<file path="src/rtl/data_port_arbiter_if.sv">
// One req/gnt/rvalid data-RAM port. The master modport drives the request side
// and the slave modport answers it.
interface data_port_arbiter_if #(
   parameter int unsigned ADDR_WIDTH = 32,
   parameter int unsigned DATA_WIDTH = 32
);
   logic                    req;
   logic                    gnt;
   logic                    rvalid;
   logic [ADDR_WIDTH-1:0]   addr;
   logic                    we;
   logic [DATA_WIDTH/8-1:0] be;
   logic [DATA_WIDTH-1:0]   wdata;
   logic [DATA_WIDTH-1:0]   rdata;

   modport master (output req, addr, we, be, wdata, input gnt, rvalid, rdata);
   modport slave  (input req, addr, we, be, wdata, output gnt, rvalid, rdata);
endinterface

</file>
<file path="src/rtl/data_port_arbiter.sv">
// Two-master arbiter for one in-order data-RAM port, with an owner FIFO routing responses back.
// Optional ARB_ROUND_ROBIN_EN selects alternating conflict resolution; default is M0 fixed priority.
module data_port_arbiter #(
   parameter int unsigned ADDR_WIDTH = 32,
   parameter int unsigned DATA_WIDTH = 32,
   parameter int unsigned MAX_OUTST  = 2
) (
   input  logic                clk,
   input  logic                rst,
   data_port_arbiter_if.slave  m0,
   data_port_arbiter_if.slave  m1,
   data_port_arbiter_if.master slv,
   output logic                resp_err
);
   localparam int unsigned PtrW = (MAX_OUTST > 1) ? $clog2(MAX_OUTST) : 1;
   localparam int unsigned CntW = $clog2(MAX_OUTST + 1);
   localparam logic [PtrW-1:0] PtrLast = PtrW'(MAX_OUTST - 1);
   localparam logic [CntW-1:0] CntFull = CntW'(MAX_OUTST);

   logic [MAX_OUTST-1:0] owner_q, owner_d;
   logic [PtrW-1:0]      wr_ptr_q, wr_ptr_d, rd_ptr_q, rd_ptr_d;
   logic [CntW-1:0]      occ_q, occ_d;
   logic                 lock_q, lock_d, lock_id_q, lock_id_d;
   logic                 resp_err_q, resp_err_d;
   logic                 full, empty, pop, push, elig0, elig1;
   logic                 win_valid, win_id, pref, head, act;

`ifdef ARB_ROUND_ROBIN_EN
   logic rr_q, rr_d;
   assign pref = rr_q;
   assign rr_d = push ? ~win_id : rr_q;
`else
   assign pref = 1'b0;
`endif

   // A pop this cycle frees a slot, so a full FIFO may still accept a push.
   assign full  = (occ_q == CntFull);
   assign empty = (occ_q == '0);
   assign pop   = slv.rvalid & ~empty;
   assign elig0 = m0.req & (~full | pop);
   assign elig1 = m1.req & (~full | pop);

   always_comb begin
      win_valid = 1'b0;
      win_id    = 1'b0;
      if (lock_q) begin
         win_valid = lock_id_q ? elig1 : elig0;
         win_id    = lock_id_q;
      end else if (elig0 & elig1) begin
         win_valid = 1'b1;
         win_id    = pref;
      end else if (elig0 | elig1) begin
         win_valid = 1'b1;
         win_id    = elig1;
      end
   end

   assign push = win_valid & slv.gnt;
   assign head = owner_q[rd_ptr_q];
   assign act  = win_valid & ~rst;

   assign slv.req   = act;
   assign slv.addr  = act ? (win_id ? m1.addr  : m0.addr)  : '0;
   assign slv.we    = act & (win_id ? m1.we : m0.we);
   assign slv.be    = act ? (win_id ? m1.be    : m0.be)    : '0;
   assign slv.wdata = act ? (win_id ? m1.wdata : m0.wdata) : '0;

   assign m0.gnt    = act & ~win_id & slv.gnt;
   assign m1.gnt    = act &  win_id & slv.gnt;
   assign m0.rvalid = pop & ~head & ~rst;
   assign m1.rvalid = pop &  head & ~rst;
   assign m0.rdata  = m0.rvalid ? slv.rdata : '0;
   assign m1.rdata  = m1.rvalid ? slv.rdata : '0;
   assign resp_err  = resp_err_q & ~rst;

   always_comb begin
      owner_d    = owner_q;
      wr_ptr_d   = wr_ptr_q;
      rd_ptr_d   = rd_ptr_q;
      occ_d      = occ_q;
      resp_err_d = resp_err_q | (slv.rvalid & empty);
      // Hold the stalled winner so its attributes stay stable until granted.
      lock_d     = win_valid & ~slv.gnt;
      lock_id_d  = win_id;
      if (push) begin
         owner_d[wr_ptr_q] = win_id;
         wr_ptr_d = (wr_ptr_q == PtrLast) ? '0 : wr_ptr_q + 1'b1;
      end
      if (pop) begin
         rd_ptr_d = (rd_ptr_q == PtrLast) ? '0 : rd_ptr_q + 1'b1;
      end
      case ({push, pop})
         2'b10:   occ_d = occ_q + 1'b1;
         2'b01:   occ_d = occ_q - 1'b1;
         default: occ_d = occ_q;
      endcase
   end

   always_ff @(posedge clk) begin
      if (rst) begin
         owner_q    <= '0;
         wr_ptr_q   <= '0;
         rd_ptr_q   <= '0;
         occ_q      <= '0;
         lock_q     <= 1'b0;
         lock_id_q  <= 1'b0;
         resp_err_q <= 1'b0;
`ifdef ARB_ROUND_ROBIN_EN
         rr_q       <= 1'b0;
`endif
      end else begin
         owner_q    <= owner_d;
         wr_ptr_q   <= wr_ptr_d;
         rd_ptr_q   <= rd_ptr_d;
         occ_q      <= occ_d;
         lock_q     <= lock_d;
         lock_id_q  <= lock_id_d;
         resp_err_q <= resp_err_d;
`ifdef ARB_ROUND_ROBIN_EN
         rr_q       <= rr_d;
`endif
      end
   end
endmodule
</file>
<file path="src/flat_wrapper.sv">
// flat-port wrapper written by rule: the top's interface ports become plain ports
module data_port_arbiter_flat 
#(
   parameter int unsigned ADDR_WIDTH = 32,
   parameter int unsigned DATA_WIDTH = 32,
   parameter int unsigned MAX_OUTST  = 2
)
  (clk, rst, resp_err, m0_req, m0_addr, m0_we, m0_be, m0_wdata, m0_gnt, m0_rvalid, m0_rdata, m1_req, m1_addr, m1_we, m1_be, m1_wdata, m1_gnt, m1_rvalid, m1_rdata, slv_req, slv_addr, slv_we, slv_be, slv_wdata, slv_gnt, slv_rvalid, slv_rdata);
  data_port_arbiter_if #(.ADDR_WIDTH(ADDR_WIDTH), .DATA_WIDTH(DATA_WIDTH)) m0_i ();
  data_port_arbiter_if #(.ADDR_WIDTH(ADDR_WIDTH), .DATA_WIDTH(DATA_WIDTH)) m1_i ();
  data_port_arbiter_if #(.ADDR_WIDTH(ADDR_WIDTH), .DATA_WIDTH(DATA_WIDTH)) slv_i ();
  input  logic clk;
  input  logic rst;
  output logic resp_err;
  input wire logic [$bits(m0_i.req)-1:0] m0_req;
  input wire logic [$bits(m0_i.addr)-1:0] m0_addr;
  input wire logic [$bits(m0_i.we)-1:0] m0_we;
  input wire logic [$bits(m0_i.be)-1:0] m0_be;
  input wire logic [$bits(m0_i.wdata)-1:0] m0_wdata;
  output wire logic [$bits(m0_i.gnt)-1:0] m0_gnt;
  output wire logic [$bits(m0_i.rvalid)-1:0] m0_rvalid;
  output wire logic [$bits(m0_i.rdata)-1:0] m0_rdata;
  input wire logic [$bits(m1_i.req)-1:0] m1_req;
  input wire logic [$bits(m1_i.addr)-1:0] m1_addr;
  input wire logic [$bits(m1_i.we)-1:0] m1_we;
  input wire logic [$bits(m1_i.be)-1:0] m1_be;
  input wire logic [$bits(m1_i.wdata)-1:0] m1_wdata;
  output wire logic [$bits(m1_i.gnt)-1:0] m1_gnt;
  output wire logic [$bits(m1_i.rvalid)-1:0] m1_rvalid;
  output wire logic [$bits(m1_i.rdata)-1:0] m1_rdata;
  output wire logic [$bits(slv_i.req)-1:0] slv_req;
  output wire logic [$bits(slv_i.addr)-1:0] slv_addr;
  output wire logic [$bits(slv_i.we)-1:0] slv_we;
  output wire logic [$bits(slv_i.be)-1:0] slv_be;
  output wire logic [$bits(slv_i.wdata)-1:0] slv_wdata;
  input wire logic [$bits(slv_i.gnt)-1:0] slv_gnt;
  input wire logic [$bits(slv_i.rvalid)-1:0] slv_rvalid;
  input wire logic [$bits(slv_i.rdata)-1:0] slv_rdata;
  assign m0_i.req = m0_req;
  assign m0_i.addr = m0_addr;
  assign m0_i.we = m0_we;
  assign m0_i.be = m0_be;
  assign m0_i.wdata = m0_wdata;
  assign m0_gnt = m0_i.gnt;
  assign m0_rvalid = m0_i.rvalid;
  assign m0_rdata = m0_i.rdata;
  assign m1_i.req = m1_req;
  assign m1_i.addr = m1_addr;
  assign m1_i.we = m1_we;
  assign m1_i.be = m1_be;
  assign m1_i.wdata = m1_wdata;
  assign m1_gnt = m1_i.gnt;
  assign m1_rvalid = m1_i.rvalid;
  assign m1_rdata = m1_i.rdata;
  assign slv_req = slv_i.req;
  assign slv_addr = slv_i.addr;
  assign slv_we = slv_i.we;
  assign slv_be = slv_i.be;
  assign slv_wdata = slv_i.wdata;
  assign slv_i.gnt = slv_gnt;
  assign slv_i.rvalid = slv_rvalid;
  assign slv_i.rdata = slv_rdata;
  data_port_arbiter #(.ADDR_WIDTH(ADDR_WIDTH), .DATA_WIDTH(DATA_WIDTH), .MAX_OUTST(MAX_OUTST)) u_core (.clk(clk), .rst(rst), .m0(m0_i), .m1(m1_i), .slv(slv_i), .resp_err(resp_err));
endmodule
</file>
<file path="config.mk">
export PLATFORM = sky130hd
export DESIGN_NAME = data_port_arbiter_flat
export DESIGN_NICKNAME = d
export VERILOG_FILES = /design/src/rtl/data_port_arbiter_if.sv /design/src/rtl/data_port_arbiter.sv /design/src/flat_wrapper.sv
export SDC_FILE = /design/constraint.sdc
export NUM_CORES = 1
export LEC_CHECK = 0
export BUFFER_PORTS_ARGS = -buffer_cell sky130_fd_sc_hd__buf_2
export CAP_MARGIN = 20
export CORE_AREA = 8 8 115 117
export DETAILED_ROUTE_END_ITERATION = 6
export DIE_AREA = 0 0 123 125
export PLACE_DENSITY = 0.56
export SYNTH_ARGS = -nofsm -noshare
export SYNTH_HDL_FRONTEND = slang
export SYNTH_SLANG_ARGS = --single-unit
</file>
<file path="constraint.sdc">
create_clock -name clk -period 1.97 [get_ports clk]
set_input_delay 0.0985 -clock clk [delete_from_list [all_inputs] [get_ports clk]]
set_output_delay 0.0985 -clock clk [all_outputs]
set_load 0.02 [all_outputs]
</file>
-- Word-level counts from Yosys, hierarchy flattened
Cells that the tools add are included.
Widths: inputs -> output; s select.
- register bits after elaboration: 9
- output and inout port bits: 139
- word-level logic and storage cells: 71
- add/subtract/negate cells: 4
- order comparisons: 3
- equal/unequal tests: 3
- multiplexer cells: 24
- bitwise gates (word level): 27
- reductions and logical operators: 3
- operators by type and width (operator ; number):
    $mux 32 ; 6
    $and 1x1->1 ; 18
    $mux 1 ; 13
    $mux 4 ; 2
    $not 1->1 ; 6
    $eq 2x2->1 const B ; 2
    $lt 1x2->1 const B ; 2
    $pmux 2 s2 ; 1
    $or 1x1->1 ; 3
    $add 1x1->1 const B ; 2
    $add 2x1->2 const B ; 1
    $bwmux 2 ; 1
    $eq 2x1->1 const B ; 1
    $logic_not 2->1 ; 1
    $reduce_bool 2->1 ; 1
    $sub 2x1->2 const B ; 1
    $demux 1 s1 ; 1
    $ge 1x1->1 const B ; 1
    $logic_and 1x1->1 ; 1

-- Depth between registers and ports, before layout
- depth in word-level cells: 12
- depth in mapped cells: 7
- depth with buffers taken out: 7

-- Least setup slack after synthesis
Ideal clock, no wire load.
- path type: register to register
- from: reg u_core.occ_q[0]
- to: reg u_core.occ_q[1]
- data arrival time: 1.793 ns
- data required time: 1.900 ns
- setup slack: 0.107 ns
- stages on the path, launching flop included: 7
- path buffers: 0
- clock period less this slack: 1.863 ns
- path through: dfxtp_1 -> or3b_2 -> nand2_1 -> or3_1 -> ha_1 -> or3_1 -> a21oi_1
- longest elaborated chain between the ends: 12
- elaborated cells between the ends (all ways): 21
- RTL lines (item ; line ; RTL):
    from (decl) ; data_port_arbiter.sv:22 ; logic [CntW-1:0] occ_q, occ_d;
    from (signal assigned) ; data_port_arbiter.sv:104 ; occ_q <= '0;
    from (signal assigned) ; data_port_arbiter.sv:115 ; occ_q <= occ_d;
    $logic_not 2->1 ; data_port_arbiter.sv:38 ; assign empty = (occ_q == '0);
    $not 1->1 ; data_port_arbiter.sv:39 ; assign pop = slv.rvalid & ~empty;
    $and 1x1->1 ; data_port_arbiter.sv:39 ;
    $or 1x1->1 ; data_port_arbiter.sv:40, data_port_arbiter.sv:41 ;
    $and 1x1->1 (on tied branches) ; data_port_arbiter.sv:40, data_port_arbiter.sv:41 ;
    $or 1x1->1 ; data_port_arbiter.sv:52 ; end else if (elig0 | elig1) begin
    $mux 1 ; data_port_arbiter.sv:52 ;
    $mux 1 ; data_port_arbiter.sv:49 ; end else if (elig0 & elig1) begin
    $mux 1 ; data_port_arbiter.sv:46 ; if (lock_q) begin
    $and 1x1->1 ; data_port_arbiter.sv:58 ; assign push = win_valid & slv.gnt;
    $eq 2x1->1 or $eq 2x2->1 (tied branches) ; data_port_arbiter.sv:92 ; case ({push, pop})
    $pmux 2 s2 or $reduce_bool 2->1 (tied branches) ; -- ;
Parallel ways exist; a longest one is shown, timed or not.
A chain may end at the register's enable or synchronous reset.

-- Worst setup path in the final report
- from: reg u_core.occ_q[0]
- to: out slv_wdata[8]
- longest elaborated chain between the ends: 11
- elaborated cells between the ends (all ways): 20
- RTL lines (item ; line ; RTL):
    $logic_not 2->1 ; data_port_arbiter.sv:38 ;
    $not 1->1 ; data_port_arbiter.sv:39 ;
    $and 1x1->1 ; data_port_arbiter.sv:39 ;
    $or 1x1->1 (*) ; data_port_arbiter.sv:40, data_port_arbiter.sv:41 ;
    $and 1x1->1 (on tied branches) ; data_port_arbiter.sv:40, data_port_arbiter.sv:41 ;
    $or 1x1->1 ; data_port_arbiter.sv:52 ;
    $mux 1 ; data_port_arbiter.sv:52 ;
    $mux 1 ; data_port_arbiter.sv:49 ;
    $mux 1 ; data_port_arbiter.sv:46 ;
    $mux 32 or $and 1x1->1 (tied branches) ; data_port_arbiter.sv:66, data_port_arbiter.sv:60 ;
    $mux 32 (*) ; data_port_arbiter.sv:66 ; assign slv.wdata = act ? (win_id ? m1.wdata : m0.wdata) : '0;
    to (decl) ; flat_wrapper.sv:35 ; output wire logic [$bits(slv_i.wdata)-1:0] slv_wdata;
Mark *: on every way between the ends. The rest lies on a longest branch, timed or not.

==> reports/qor.txt <==
STA
-------------------------------------------------------------------------------------------------
Measured slew at the worst slew-check pin                                                381.4 ps
Final worst clock skew                                                                  0.4461 ps
Worst slew margin                                                                          74.21%
Unrepaired setup endpoints after global routing                                              true
Fin Hold WS                                                                              71.96 ps
Final setup slack of the worst path                                                      39.70 ps
Highest achievable clock rate                                                           518.1 MHz
Minimum period implied by the final worst setup slack                                     1930 ps
Number of max-slew violations in the final report                                               0
Final number of setup-violating endpoints                                                       0
Fin crit share                                                                             97.98%
Number of hold-slack violations in the final timing report                                      0

GLOBAL ROUTING
-------------------------------------------------------------------------------------------------
Antenna violations before repair                                                                0
Leftover overflow at the end of global routing                                                  0
Via count of the first global-routing pass                                                   2969
Largest net degree at the start of global routing                                              71
Global-route wire length before repair                                                   16.81 mm
Total global-route track usage                                                             13.67%

ROUTE
-------------------------------------------------------------------------------------------------
Number of nets with antenna violations after detailed routing                                   0
# DRC                                                                                           0
Initial DRC Count                                                                             203
Mean routed wirelength per cell                                                          20.09 um
Total routed wirelength                                                                  13.46 mm
Via count normalized by instance count                                                      4.558
Iteration count of the initial detailed-routing pass                                            4
Vias after detailed routing                                                                  3054

CTS
-------------------------------------------------------------------------------------------------
Clk slew on worst S/H paths                                                                 40 ps
Quantity of hold-fixing buffers added after cts                                                 0
Clock tree from TritonCTS                                                                     yes
Largest buffer count on any clock path                                                          2
Number of post-CTS setup repair buffers                                                         0
Num CTS Buffers                                                                                 3
Clock Latency Late Sink                                                                    230 ps
Number of sinks handled by clock tree synthesis                                                 9
Clk Tree Root Cell                                                                      clkbuf_16
H-tree levels                                                                                   1

POWER AND IR DROP
-------------------------------------------------------------------------------------------------
Leakage power figure                                                                  0.002256 uW
Maximum resistive drop on vdd                                                            493.7 uV
Power Dens Cells                                                                     536.0 nW/um^2

SYNTH
-------------------------------------------------------------------------------------------------
Netlist area before placement                                                           1603 um^2
Area fraction of the dominant cell type after synthesis                                    37.70%
Ys async rst share                                                                             0%
Cell taking the most area after synthesis                                                  a22o_1
Count of flip-flops with a built-in enable after synthesis                                      0
Number of distinct library cell variants in the gate-level netlist after synthesis             30
Gate count after technology mapping                                                           211
Flip-flop cell with the highest count after synthesis                                     dfxtp_1
Count of warnings emitted by yosys                                                              0
Total nets after synthesis                                                                    388
Share of the yosys chip area belonging to registers                                        11.24%
Cell types with the largest area share after synthesis                               a22o_1 (38%), and2_1 (25%), dfxtp_1 (11%), buf_2 (4.4%), mux2i_1 (1.9%)
Mean cell area of the mapped netlist                                                   7.596 um^2
Post-synthesis sequential element count                                                         9

STATUS
-------------------------------------------------------------------------------------------------
Status                                                                               finished, final reports clean

SETUP PATH
-------------------------------------------------------------------------------------------------
Startpoint class of the critical path                                                        flop
Worst path max stage delay                                                                 310 ps
Required time at the worst-slack endpoint                                                 1870 ps
Buf/Inv on CP                                                                                   3
Cell type group with the largest total delay on the critical path                    simple AND/OR/NAND/NOR gates
Cell with the most instances on the worst path                                              buf_6
Worst Path Arrival                                                                        1830 ps
Critical Path Fanout Max                                                                        8
Slowest cell on the critical path                                                         dfxtp_1
Critical Path End Type                                                               primary output
Worst setup path category                                                                 reg2out
Cell chain of the critical path                                                      buf_6 > nor3b_4 > nor2_4 > and3_2 > buf_6 > a22o_1 > buf_2

CELLS AND AREA
-------------------------------------------------------------------------------------------------
Layout net count                                                                              701
Most common cell after layout, fill and taps aside                                          buf_2
Count of placed standard cells in the final layout, fillers left out                          670
Fill cell instance count of the final layout                                                 1256
Share of final-layout standard cells stronger than drive strength 1                        66.16%
Number of diodes added for antenna fixing                                                       0
Synth-to-Final Area Change                                                                 130.9%
Most frequent cells in the layout                                                    buf_2 (295), a22o_1 (68), and2_1 (65), buf_4 (14), buf_6 (12)

PLACE
-------------------------------------------------------------------------------------------------
Count of buffers inserted at the top-level ports                                              314
Placed cell count                                                                             656
Setup Slack @ Placement                                                                  65.07 ps
Placer congestion estimate                                                                 0.9210
Post-detailed-placement half-perimeter wirelength                                        10.33 mm

HOLD PATH
-------------------------------------------------------------------------------------------------
Hold crit path type                                                                        in2reg

FLOORPLAN
-------------------------------------------------------------------------------------------------
Area enclosed by the die boundary                                                      15380 um^2
DIE HEIGHT                                                                                 125 um
Initial core utilization                                                                   13.80%
I/O Pins                                                                                      315
Floorplan die width                                                                        123 um
Area of the placeable core                                                             11610 um^2
Cell Rows                                                                                      40

FLOW RUN
-------------------------------------------------------------------------------------------------
Max-cap violation count                                                                         0

[logic make-up (layout without fill, tap and decap cells)]
| kind of cell | after synthesis | in the layout | synth area share [%] |
|---|---|---|---|
| flip-flops | 9 | 9 | 11.24 |
| AO/OA/AOI/OAI | 78 | 78 | 40.83 |
| buffers and inverters | 25 | 336 | 7.962 |
| XOR/XNOR | 3 | 3 | 1.640 |
| AND/OR/NAND/NOR | 92 | 93 | 35.68 |
| adder cells (fa/ha/maj) | 1 | 1 | 0.7805 |
| multiplexers | 3 | 3 | 1.874 |
[worst register-to-register path, delay by kind of cell, from the launching register on]
kind                     cells  cell delay (ps)
adder cells (fa/ha/maj)      1              210
AO/OA/AOI/OAI                1              150
AND/OR/NAND/NOR              4             1120
flip-flops                   1              330
[power breakdown]
part	switching (uW)	internal, uW
logic	765	615
clock network	86.2	270
registers	24.5	222
[final timing paths]
path	endpoint	startpoint	slack [ps]	cells after the start
setup / recovery	slv_wdata[8]	u_core.occ_q[0]$_SDFFE_PP0P_	40	7
hold / removal	u_core.lock_q$_SDFF_PP0_	slv_gnt	70	2
setup reg to reg	u_core.occ_q[1]$_SDFFE_PP0P_	u_core.occ_q[1]$_SDFFE_PP0P_	90	6
hold reg to reg	u_core.resp_err_q$_SDFF_PP0_	u_core.resp_err_q$_SDFF_PP0_	470	2
[synthesized netlist by cell type, types with 3 or more instances]
master and count:
a22o_1 69, mux2i_1 3, a21oi_1 4, dfxtp_1 9, and2_1 65, buf_2 14, nand2b_1 3, clkbuf_1 6
nor2_1 8
[layer usage]
layer	vias to the layer above	GRT usage, %	share of wire (%)
li1	1408	-	-
met1	1420	15.98	37
met2	214	23.42	48
met3	12	4.590	13
met4	0	2.977	1.4
met5	-	0	0
[what timing repair did]
action / 4_1_cts / 5_1_grt
cloned: 0 / 10
pin swaps: 1 / 8
endpoints found under the setup margin: 2 / 70
resized for setup: 2 / 42
[flip-flops by register name, summed over array words and instances, names as in the netlist]
signal,flops
u_core.owner_q,2
u_core.lock_q,1
u_core.lock_id_q,1
u_core.rd_ptr_q,1
u_core.resp_err_q,1
u_core.occ_q,2
u_core.wr_ptr_q,1
[stage by stage]
stage / setup TNS (ps) / power (uW) / instance area [um^2] / utilization [%]
finish: 0 / 1984 / 3701 / 31.87
global route: -433.6 / 2100 / 3701 / 31.87
CTS: 0 / 1847 / 3402 / 29.30
detailed placement: 0 / 1471 / 3318 / 28.58
global placement: 0 / 1450 / 3318 / 28.58
floorplan: 0 / 942.5 / 1603 / -
[layout make-up]
cell class / instances / area, um^2 / area share [%]
timing repair buffer: 330 / 1892 / 51.12
tap: 147 / 183.9 / 4.970
clock buffer: 4 / 78.83 / 2.130
sequential: 9 / 180.2 / 4.868
multi-input combinational: 178 / 1359 / 36.71
inverter: 2 / 7.507 / 0.2028
No activity file was read; power rests on OpenSTA's default activity.
